===== src/rtl/gtech_aoi3_rr_arbiter_if.sv =====
//------------------------------------------------------------------------------
// Module   : gtech_aoi3_rr_arbiter_if
// Purpose  : Bus bundle between three masters and the round-robin AOI222
//            bus-mux arbiter.
// Ports    : REQ[2:0]      - level request per master
//            D0, D1, D2    - data from masters 0..2 (W bits each)
//            LOCK          - hold current grant (only with GTECH_AOI3_ARB_LOCK_EN)
//            GNT[2:0]      - registered one-hot grant, 000 = idle
//            BUSY          - registered |GNT
//            SWITCH        - registered one-cycle pulse on each new grant
//            Z             - inverted, AND-OR muxed bus (W bits)
// Modports : master (drives requests/data), slave (the arbiter)
// Config   : GTECH_AOI3_ARB_LOCK_EN adds the LOCK signal.
// Revision : 1.0 - initial release
//------------------------------------------------------------------------------
`default_nettype none

interface gtech_aoi3_rr_arbiter_if #(
  parameter int W = 8
);
  logic [2:0]   REQ;
  logic [W-1:0] D0;
  logic [W-1:0] D1;
  logic [W-1:0] D2;
`ifdef GTECH_AOI3_ARB_LOCK_EN
  logic         LOCK;
`endif
  logic [2:0]   GNT;
  logic         BUSY;
  logic         SWITCH;
  logic [W-1:0] Z;

  modport master (
    output REQ,
    output D0,
    output D1,
    output D2,
`ifdef GTECH_AOI3_ARB_LOCK_EN
    output LOCK,
`endif
    input  GNT,
    input  BUSY,
    input  SWITCH,
    input  Z
  );

  modport slave (
    input  REQ,
    input  D0,
    input  D1,
    input  D2,
`ifdef GTECH_AOI3_ARB_LOCK_EN
    input  LOCK,
`endif
    output GNT,
    output BUSY,
    output SWITCH,
    output Z
  );
endinterface

`default_nettype wire


===== src/rtl/gtech_aoi3_rr_arbiter.sv =====
//------------------------------------------------------------------------------
// Module   : gtech_aoi3_rr_arbiter
// Purpose  : Round-robin arbiter sequencing the select pairs of a shared
//            3-way AND-OR-INVERT (AOI222) bus mux. A registered one-hot grant
//            guarantees the inverted bus Z is driven by at most one source.
// Ports    : CP   - clock, rising edge
//            CD   - asynchronous active-low clear
//            bus  - gtech_aoi3_rr_arbiter_if.slave (REQ, D0..D2, [LOCK],
//                   GNT, BUSY, SWITCH, Z)
// Params   : W        - data / Z width
//            MAX_HOLD - cycles an owner keeps the grant while others wait
//                       (0 = never preempt)
//            CNT_W    - hold counter width, 2**CNT_W > MAX_HOLD
// Config   : GTECH_AOI3_ARB_LOCK_EN - adds LOCK, which suppresses preemption
//            while asserted (release by dropping REQ still applies).
// Revision : 1.0 - initial release
//------------------------------------------------------------------------------
`default_nettype none

module gtech_aoi3_rr_arbiter #(
  parameter int W        = 8,
  parameter int MAX_HOLD = 8,
  parameter int CNT_W    = 4
) (
  input  wire logic                CP,
  input  wire logic                CD,
  gtech_aoi3_rr_arbiter_if.slave   bus
);

  typedef enum logic [0:0] {
    ST_IDLE  = 1'b0,
    ST_OWNED = 1'b1
  } state_t;

  // Counter saturates one below MAX_HOLD; with preemption disabled it
  // simply stays at zero.
  localparam logic [CNT_W-1:0] C_CNT_SAT    = (MAX_HOLD == 0) ? '0 : CNT_W'(MAX_HOLD - 1);
  localparam logic             C_PREEMPT_EN = (MAX_HOLD != 0);

  state_t           state_q,  state_d;
  logic [1:0]       owner_q,  owner_d;   // owner index, meaningful in ST_OWNED
  logic [1:0]       ptr_q,    ptr_d;     // round-robin start point, 0..2
  logic [CNT_W-1:0] cnt_q,    cnt_d;
  logic [2:0]       gnt_q,    gnt_d;
  logic             busy_q,   busy_d;
  logic             switch_q, switch_d;

  logic             lock_active;
  logic [2:0]       owner_oh;
  logic [2:0]       others;
  logic [1:0]       idle_pick;
  logic [1:0]       other_pick;
  logic             owner_release;
  logic             owner_preempt;
  logic             new_grant;
  logic [1:0]       new_owner;

  // Modulo-3 increment; the unreachable code 3 folds back to 0.
  function automatic logic [1:0] f_inc3(input logic [1:0] v);
    logic [1:0] r;
    case (v)
      2'd0:    r = 2'd1;
      2'd1:    r = 2'd2;
      default: r = 2'd0;
    endcase
    return r;
  endfunction

  // Index of the first set bit of req scanning start, start+1, start+2
  // (mod 3). Result is only meaningful when req != 0.
  function automatic logic [1:0] f_pick(input logic [2:0] req, input logic [1:0] start);
    logic [2:0] rot;
    logic [1:0] off;
    logic [1:0] idx;
    // rot[k] = req[(start + k) mod 3]
    case (start)
      2'd1:    rot = {req[0], req[2], req[1]};
      2'd2:    rot = {req[1], req[0], req[2]};
      default: rot = req;
    endcase
    if (rot[0])      off = 2'd0;
    else if (rot[1]) off = 2'd1;
    else             off = 2'd2;
    idx = start;
    if (idx == 2'd3) idx = 2'd0;
    if (off == 2'd1)      idx = f_inc3(idx);
    else if (off == 2'd2) idx = f_inc3(f_inc3(idx));
    return idx;
  endfunction

  function automatic logic [2:0] f_onehot(input logic [1:0] idx);
    logic [2:0] r;
    case (idx)
      2'd0:    r = 3'b001;
      2'd1:    r = 3'b010;
      2'd2:    r = 3'b100;
      default: r = 3'b000;
    endcase
    return r;
  endfunction

`ifdef GTECH_AOI3_ARB_LOCK_EN
  assign lock_active = bus.LOCK;
`else
  assign lock_active = 1'b0;
`endif

  assign owner_oh   = f_onehot(owner_q);
  assign others     = bus.REQ & ~owner_oh;
  assign idle_pick  = f_pick(bus.REQ, ptr_q);
  assign other_pick = f_pick(others, f_inc3(owner_q));

  // Release and preempt lead to the same hand-over, so they are simply OR-ed
  // by the next-state logic below.
  assign owner_release = ~|(bus.REQ & owner_oh);
  assign owner_preempt = C_PREEMPT_EN && (cnt_q == C_CNT_SAT) && (|others) && !lock_active;

  always_comb begin
    state_d   = state_q;
    owner_d   = owner_q;
    ptr_d     = ptr_q;
    cnt_d     = cnt_q;
    new_grant = 1'b0;
    new_owner = owner_q;

    case (state_q)
      ST_IDLE: begin
        if (|bus.REQ) begin
          new_grant = 1'b1;
          new_owner = idle_pick;
        end
      end
      ST_OWNED: begin
        if (owner_release || owner_preempt) begin
          if (|others) begin
            // Direct hand-over: no idle cycle between owners.
            new_grant = 1'b1;
            new_owner = other_pick;
          end else begin
            state_d = ST_IDLE;
            cnt_d   = '0;
          end
        end else if (cnt_q != C_CNT_SAT) begin
          cnt_d = cnt_q + CNT_W'(1);
        end
      end
      default: begin
        state_d = ST_IDLE;
      end
    endcase

    if (new_grant) begin
      state_d = ST_OWNED;
      owner_d = new_owner;
      ptr_d   = f_inc3(new_owner);
      cnt_d   = '0;
    end

    gnt_d    = (state_d == ST_OWNED) ? f_onehot(owner_d) : 3'b000;
    busy_d   = (state_d == ST_OWNED);
    switch_d = new_grant;
  end

  always_ff @(posedge CP or negedge CD) begin
    if (!CD) begin
      state_q  <= ST_IDLE;
      owner_q  <= 2'd0;
      ptr_q    <= 2'd0;
      cnt_q    <= '0;
      gnt_q    <= 3'b000;
      busy_q   <= 1'b0;
      switch_q <= 1'b0;
    end else begin
      state_q  <= state_d;
      owner_q  <= owner_d;
      ptr_q    <= ptr_d;
      cnt_q    <= cnt_d;
      gnt_q    <= gnt_d;
      busy_q   <= busy_d;
      switch_q <= switch_d;
    end
  end

  assign bus.GNT    = gnt_q;
  assign bus.BUSY   = busy_q;
  assign bus.SWITCH = switch_q;

  // AOI222: an idle (or cleared) grant leaves Z all ones.
  assign bus.Z = ~(({W{gnt_q[0]}} & bus.D0) |
                   ({W{gnt_q[1]}} & bus.D1) |
                   ({W{gnt_q[2]}} & bus.D2));

endmodule

`default_nettype wire


===== src/flat_wrapper.sv =====
// flat-port wrapper written by rule: the top's interface ports become plain ports
module gtech_aoi3_rr_arbiter_flat 
#(
  parameter int W        = 8,
  parameter int MAX_HOLD = 8,
  parameter int CNT_W    = 4
)
  (CP, CD, bus_REQ, bus_D0, bus_D1, bus_D2, bus_GNT, bus_BUSY, bus_SWITCH, bus_Z);
  gtech_aoi3_rr_arbiter_if #(.W(W)) bus_i ();
  input  wire logic CP;
  input  wire logic CD;
  input wire logic [$bits(bus_i.REQ)-1:0] bus_REQ;
  input wire logic [$bits(bus_i.D0)-1:0] bus_D0;
  input wire logic [$bits(bus_i.D1)-1:0] bus_D1;
  input wire logic [$bits(bus_i.D2)-1:0] bus_D2;
  output wire logic [$bits(bus_i.GNT)-1:0] bus_GNT;
  output wire logic [$bits(bus_i.BUSY)-1:0] bus_BUSY;
  output wire logic [$bits(bus_i.SWITCH)-1:0] bus_SWITCH;
  output wire logic [$bits(bus_i.Z)-1:0] bus_Z;
  assign bus_i.REQ = bus_REQ;
  assign bus_i.D0 = bus_D0;
  assign bus_i.D1 = bus_D1;
  assign bus_i.D2 = bus_D2;
  assign bus_GNT = bus_i.GNT;
  assign bus_BUSY = bus_i.BUSY;
  assign bus_SWITCH = bus_i.SWITCH;
  assign bus_Z = bus_i.Z;
  gtech_aoi3_rr_arbiter #(.W(W), .MAX_HOLD(MAX_HOLD), .CNT_W(CNT_W)) u_core (.CP(CP), .CD(CD), .bus(bus_i));
endmodule

===== config.mk =====
export PLATFORM = sky130hd
export DESIGN_NAME = gtech_aoi3_rr_arbiter_flat
export DESIGN_NICKNAME = d
export VERILOG_FILES = /design/src/rtl/gtech_aoi3_rr_arbiter_if.sv /design/src/rtl/gtech_aoi3_rr_arbiter.sv /design/src/flat_wrapper.sv
export SDC_FILE = /design/constraint.sdc
export NUM_CORES = 1
export LEC_CHECK = 0
export ABC_AREA = 0
export CORE_ASPECT_RATIO = 1.25
export CORE_MARGIN = 1
export CORE_UTILIZATION = 43
export DETAILED_ROUTE_END_ITERATION = 7
export PLACE_DENSITY = 0.9
export SLEW_MARGIN = 20
export SYNTH_ARGS = -nofsm -noshare
export SYNTH_HDL_FRONTEND = slang
export SYNTH_SLANG_ARGS = --single-unit

===== constraint.sdc =====
create_clock -name CP -period 2.5 [get_ports CP]
set_clock_uncertainty 0.05 [all_clocks]
set_input_delay 0.25 -clock CP [delete_from_list [all_inputs] [get_ports CP]]
set_output_delay 0.25 -clock CP [all_outputs]
set_load 0.1 [all_outputs]

==> impl_metrics.tcl, run 1 <==
set metrics [dict create \
    fin_crit_sh 0.964 \
    synth-warning-count 0 \
    worst_pin_slew_ns 0.556 \
    fmax_mhz 415 \
    vias 1156 \
    dp_hpwl_mm 2.53 \
    worstPathMaxFanout 6 \
    grt_use_total 0.241 \
    pin_count 42 \
    final_nets 200 \
    end_kind "flop" \
    n_antenna_cell 0 \
    ir_drop_uv 896 \
    status "finished clean" \
    initialDrtViolationCount 45 \
    synth-main-ff-cell "dfrtp_1" \
    cts.reportedPaths.clkPinSlew_ns 0.08 \
    grt_pass1_wl_mm 4.75 \
    async_reset_ff_frac 1.00 \
    power.leakage_nw 0.687 \
    syn_avg_cell_area_sq_um 8.77 \
    cts_buffers 3 \
    grt_max_degree 15 \
    reg2reg_depth 8 \
    final_area_sq_mm 0.00161 \
    portBuffers 41 \
    rsz0062_at_grt "no" \
    ys_seq_area_frac 0.299 \
    first_global_vias 1118 \
    cts.sinks 13 \
    synth_cell_type_count 42 \
    period_minus_slack_ns 2.41 \
    die_w_um 47.0 \
    globalplace.congestion 0.876 \
    p_per_area_mw_per_mm2 1530 \
    drt_pass1_iterations 5 \
    row_count 20 \
    crit_required_ns 2.62 \
    initial_core_util 0.453 \
    fin_cells 198 \
    drt_wl_total_mm 3.24 \
    finalSetupViolCount 0 \
    core_sq_mm 0.00240 \
    dp_cells 192 \
    dpl-instance-area_sq_mm 0.00155 \
    synth-edff-count 0 \
    postSynthCellCount 124 \
    cp-start-kind "flop" \
    r2r_start "u_core.ptr_q[1]$_DFFE_PN0N_" \
    die-height_um 58.2 \
    reg2reg_to "u_core.bus.GNT[1]$_DFF_PN0_" \
    post_drt_via_cell_ratio 5.84 \
    clk_latency_ns 0.28 \
    grt_antenna_before_repair 0 \
    grt_overflow_total 0 \
    drc 0 \
    final_antenna_net_count 0 \
    worstHoldPathType "in2async" \
    critical_path_class "reg2reg" \
    cts_tree "done" \
    dieArea_sq_mm 0.00273 \
    synth.ff_latch_count 13 \
    hold_viol_final 0 \
    holdBufCountCts 0 \
    syn_to_final_growth_pct 47.9 \
    rrSetupSlack_ns 0.09 \
    netlist_area_sq_mm 0.00109 \
    layout-drive-gt1-share 0.230 \
    wire_per_inst_um 16.4 \
    syn-num-nets 158 \
    slew_viol_final 0 \
    maxCapViolCount 0 \
    cts_buffer_depth 2 \
    cts-root-buf "clkbuf_4" \
    worstPathArrival_ns 2.53 \
    max-slew-margin-rel 0.628 \
    cts.htree.levels 1 \
]
critical path, cell delays in order (launching register included):
cell and delay (ns):
dfrtp_1 0.38, buf_4 0.15, ha_4 0.30, nor2b_2 0.18, nor2_2 0.06, or4_4 0.52, a311oi_2 0.31, a31o_4 0.16
and3b_1 0.18
logic make-up after synthesis:
family	count (synthesis)	share of synthesized area
fa+ha+maj	5	0.0575
compound gates	41	0.326
xor+xnor	2	0.0161
buf+inv	18	0.0736
mux	2	0.0196
flops	13	0.299
simple gates	43	0.208
flip-flops by register name (all words and copies together), names as in the netlist:
register	count
u_core.owner_q	2
u_core.bus.GNT	3
u_core.ptr_q	2
u_core.state_q	1
u_core.bus.SWITCH	1
u_core.cnt_q	4
cells in the final DEF (no fill, tap or decap), types with 4 or more instances in the layout:
cell / count
a222oi_1: 9
dfrtp_1: 10
nor2_1: 10
inv_1: 7
clkdlybuf4s50_1: 28
buf_12: 4
buf_4: 15
nor2b_1: 5
nand2_1: 11
o21ai_0: 9
timing repair:
item | in CTS | in global routing
setup endpoints to repair | 0 | 3
resized for setup | 0 | 5
setup buffers | 0 | 2
report_power, final:
group / leakage [nW] / internal, mW / switching (mW)
Sequential: 0.160 / 0.305 / 0.149
Clock: 0.0177 / 0.0594 / 0.0739
Combinational: 0.509 / 0.650 / 1.22
Total: 0.687 / 1.01 / 1.45
synth_stat cells (all sizes together), types with 3 or more instances:
library cell / number / area (sq um)
dfrtp: 13 / 325
nand2: 11 / 41.3
buf: 6 / 35.0
a222oi: 9 / 90.1
nand3: 3 / 15.0
inv: 8 / 30.0
nor2b: 6 / 37.5
o21ai: 9 / 45.0
nor2: 11 / 43.8
clkbuf: 4 / 15.0
ha: 5 / 62.6
metal layers:
metal / up-vias / GRT usage / wire [um]
met3: 2 / 0.0717 / 316
li1: 552 / - / -
met5: - / 0 / 0
met1: 544 / 0.229 / 1170
met4: 0 / 0.0408 / 12
met2: 58 / 0.478 / 1740
final cells by class:
cell class              instances  area, sq um
inverters                       8         30.0
multi-input cells              93          699
well taps                      33         41.3
repair buffers                 47          473
flip-flops and latches         13          337
clock buffers                   3         22.5
fillers                       198          795
clock inverters                 1         5.00
how the worst max path moves through the flow:
| stage | from | end | slack, ns |
|---|---|---|---|
| finish | u_core.ptr_q[1]$_DFFE_PN0N_ | u_core.bus.GNT[1]$_DFF_PN0_ | 0.09 |
| detailed placement | u_core.ptr_q[0]$_DFFE_PN0N_ | u_core.bus.GNT[1]$_DFF_PN0_ | 0.05 |
| global placement | u_core.ptr_q[0]$_DFFE_PN0N_ | u_core.bus.GNT[1]$_DFF_PN0_ | 0.15 |
| global route | u_core.ptr_q[0]$_DFFE_PN0N_ | u_core.bus.GNT[1]$_DFF_PN0_ | 0.0006 |
| CTS | u_core.ptr_q[0]$_DFFE_PN0N_ | u_core.bus.GNT[1]$_DFF_PN0_ | 0.03 |
| floorplan | u_core.bus.GNT[2]$_DFF_PN0_ | bus_Z[5] | -1.04 |
metrics by stage:
step	power, mW	setup WS [ns]	utilization	TNS [ns]	hold WS (ns)
after global placement	2.21	0.154	0.644	0	0.465
after global routing	2.57	0.000638	0.669	0	0.334
after CTS	2.41	0.0299	0.656	0	0.293
after detailed placement	2.26	0.0501	0.644	0	0.476
after floorplan	1.82	-1.04	-	-8.16	-0.0956
final	2.46	0.0905	0.669	0	0.272
No activity file was read; power rests on OpenSTA's default activity.
==> inputs of run 2 (changes only) <==
Settings changed: PLACE_DENSITY 0.9 to 0.84.
==> run 2 against run 1 <==
Compared with the run above:
- worst hold slack improved by 0.015 ns
- final cell count rose by 0.51%
- die area did not move
- global-route usage fell by 0.49 points
- routed wire length fell by 1.9%
- final area rose by 2.2%
==> impl_metrics.tcl, run 2 (synthesis results as in run 1) <==
set metrics [dict create \
    status "finished clean" \
    vias 1147 \
    cts_tree "done" \
    finalSetupViolCount 0 \
    ir_drop_uv 995 \
    grt_use_total 0.236 \
    worstHoldPathType "in2async" \
    r2r_start "u_core.ptr_q[1]$_DFFE_PN0N_" \
    maxCapViolCount 0 \
    busiest_layer "met2" \
    wire_per_inst_um 16.0 \
    globalplace.congestion 0.834 \
    cts.sinks 13 \
    hold_viol_final 0 \
    cts.reportedPaths.clkPinSlew_ns 0.08 \
    power.leakage_nw 0.700 \
    cp-start-kind "flop" \
    rsz0062_at_grt "yes" \
    fin_ws_ns 0.0417 \
    p_switching_mw 1.45 \
    rrSetupSlack_ns 0.04 \
    grt_pass1_wl_mm 4.71 \
    dieArea_sq_mm 0.00273 \
    first_global_vias 1094 \
    place_ws_ns 0.0145 \
    slew_viol_final 0 \
    p_per_area_mw_per_mm2 1530 \
    critical_path_class "reg2reg" \
    seq_power_share 0.181 \
    cts_buffer_depth 2 \
    sw_frac_of_total 0.579 \
    clk_latency_ns 0.27 \
    row_count 20 \
    post_drt_via_cell_ratio 5.76 \
    dp_hpwl_mm 2.48 \
    pin_count 42 \
    period_minus_slack_ns 2.46 \
    largest_register_ffs 4 \
    drt_wl_total_mm 3.18 \
    grt_use_met2 0.458 \
    reg2reg_depth 8 \
    initial_core_util 0.453 \
    pwr-share-clk 0.050 \
    worst_pin_slew_ns 0.564 \
    cts-root-buf "clkbuf_4" \
    dp_cells 192 \
    layout-drive-gt1-share 0.229 \
    initialDrtViolationCount 41 \
    reg2reg_to "u_core.bus.GNT[1]$_DFF_PN0_" \
    worstPathArrival_ns 2.57 \
    core_sq_mm 0.00240 \
    portBuffers 41 \
    drt_pass1_iterations 6 \
    final_common_cell "clkdlybuf4s50_1" \
    crit_required_ns 2.61 \
    largest-register "u_core.cnt_q" \
    die_w_um 47.0 \
    postLayoutCoreUtil 0.684 \
    cts.htree.levels 1 \
    n_antenna_cell 0 \
    final_antenna_net_count 0 \
    total_power_mw 2.51 \
    fin_cells 199 \
    crit_start "u_core.ptr_q[1]$_DFFE_PN0N_" \
    end_kind "flop" \
    final_nets 201 \
    fmax_mhz 407 \
    whs_ns 0.287 \
    grtUsageMet1 0.247 \
    grt_use_met3 0.0405 \
    comb_power_share 0.768 \
    p_int_mw 1.06 \
    cts_buffers 3 \
    worstPathMaxFanout 6 \
    syn_to_final_growth_pct 51.1 \
    die-height_um 58.2 \
    grt_max_degree 15 \
    fin_crit_sh 0.983 \
    layout_common_cells "clkdlybuf4s50_1, buf_4, nand2_1, nor2_1, dfrtp_1" \
    grt_overflow_total 0 \
    max-slew-margin-rel 0.623 \
    drc 0 \
    grt_antenna_before_repair 0 \
]
-- run 2: cell types whose count changed in the layout (fill, tap and decap cells not counted) --
| cell | delta |
|---|---|
| a311oi_2 | -1 |
| a311oi_4 | +1 |
| buf_12 | +1 |
| clkbuf_1 | +1 |
| clkinv_2 | -1 |
| nor2b_2 | -1 |
| nor2b_4 | +1 |
-- run 2: per-stage QoR --
stage | TNS, ns | area [sq um]
after floorplan | -8.16 | 1120
after global placement | 0 | 1560
after detailed placement | 0 | 1560
after CTS | 0 | 1590
after global routing | -0.0391 | 1640
final | 0 | 1640
-- run 2: worst max-delay path: stages, from the launching register on --
cell and delay (ns):
dfrtp_1 0.39, buf_4 0.15, ha_4 0.24, a221oi_4 0.22, nor2_2 0.08, or4_4 0.54, a311oi_4 0.34, a31o_4 0.17
and3b_1 0.17
-- run 2: timing repair --
action	in CTS	in global routing
endpoints found under the setup margin	1	2
resized for setup	2	5
setup buffers	0	3
pin swaps	0	2
hold buffers	0	0
-- run 2: layout make-up --
cell class,instances,area (sq um)
inverters,8,30.0
clock buffers,4,26.3
fillers,211,759
flip-flops and latches,13,337
multi-input cells,93,716
repair buffers,48,493
well taps,33,41.3
-- run 2: worst max-delay path by stage --
stage | slack, ns | depth (start not counted) | endpoint
after floorplan | -1.04 | 2 | bus_Z[5]
after global placement | 0.15 | 8 | u_core.bus.GNT[1]$_DFF_PN0_
after detailed placement | 0.01 | 8 | u_core.bus.GNT[1]$_DFF_PN0_
after CTS | 0.002 | 8 | u_core.bus.GNT[1]$_DFF_PN0_
after global routing | -0.04 | 8 | u_core.bus.GNT[1]$_DFF_PN0_
final | 0.04 | 8 | u_core.bus.GNT[1]$_DFF_PN0_
-- run 2: metal layers --
metal,up-vias,wire [um]
met1,538,1150
met5,-,0
met3,2,303
met4,0,24
met2,53,1710
li1,554,-
-- run 2: power groups by stage --
stage / logic (mW) / registers [mW] / clock network [mW]
2_1_floorplan: 1.23 / 0.591 / 0
3_3_place_gp: 1.81 / 0.444 / 0
3_5_place_dp: 1.85 / 0.457 / 0
4_1_cts: 1.86 / 0.454 / 0.131
5_1_grt: 2.02 / 0.473 / 0.141
6_report: 1.93 / 0.455 / 0.126
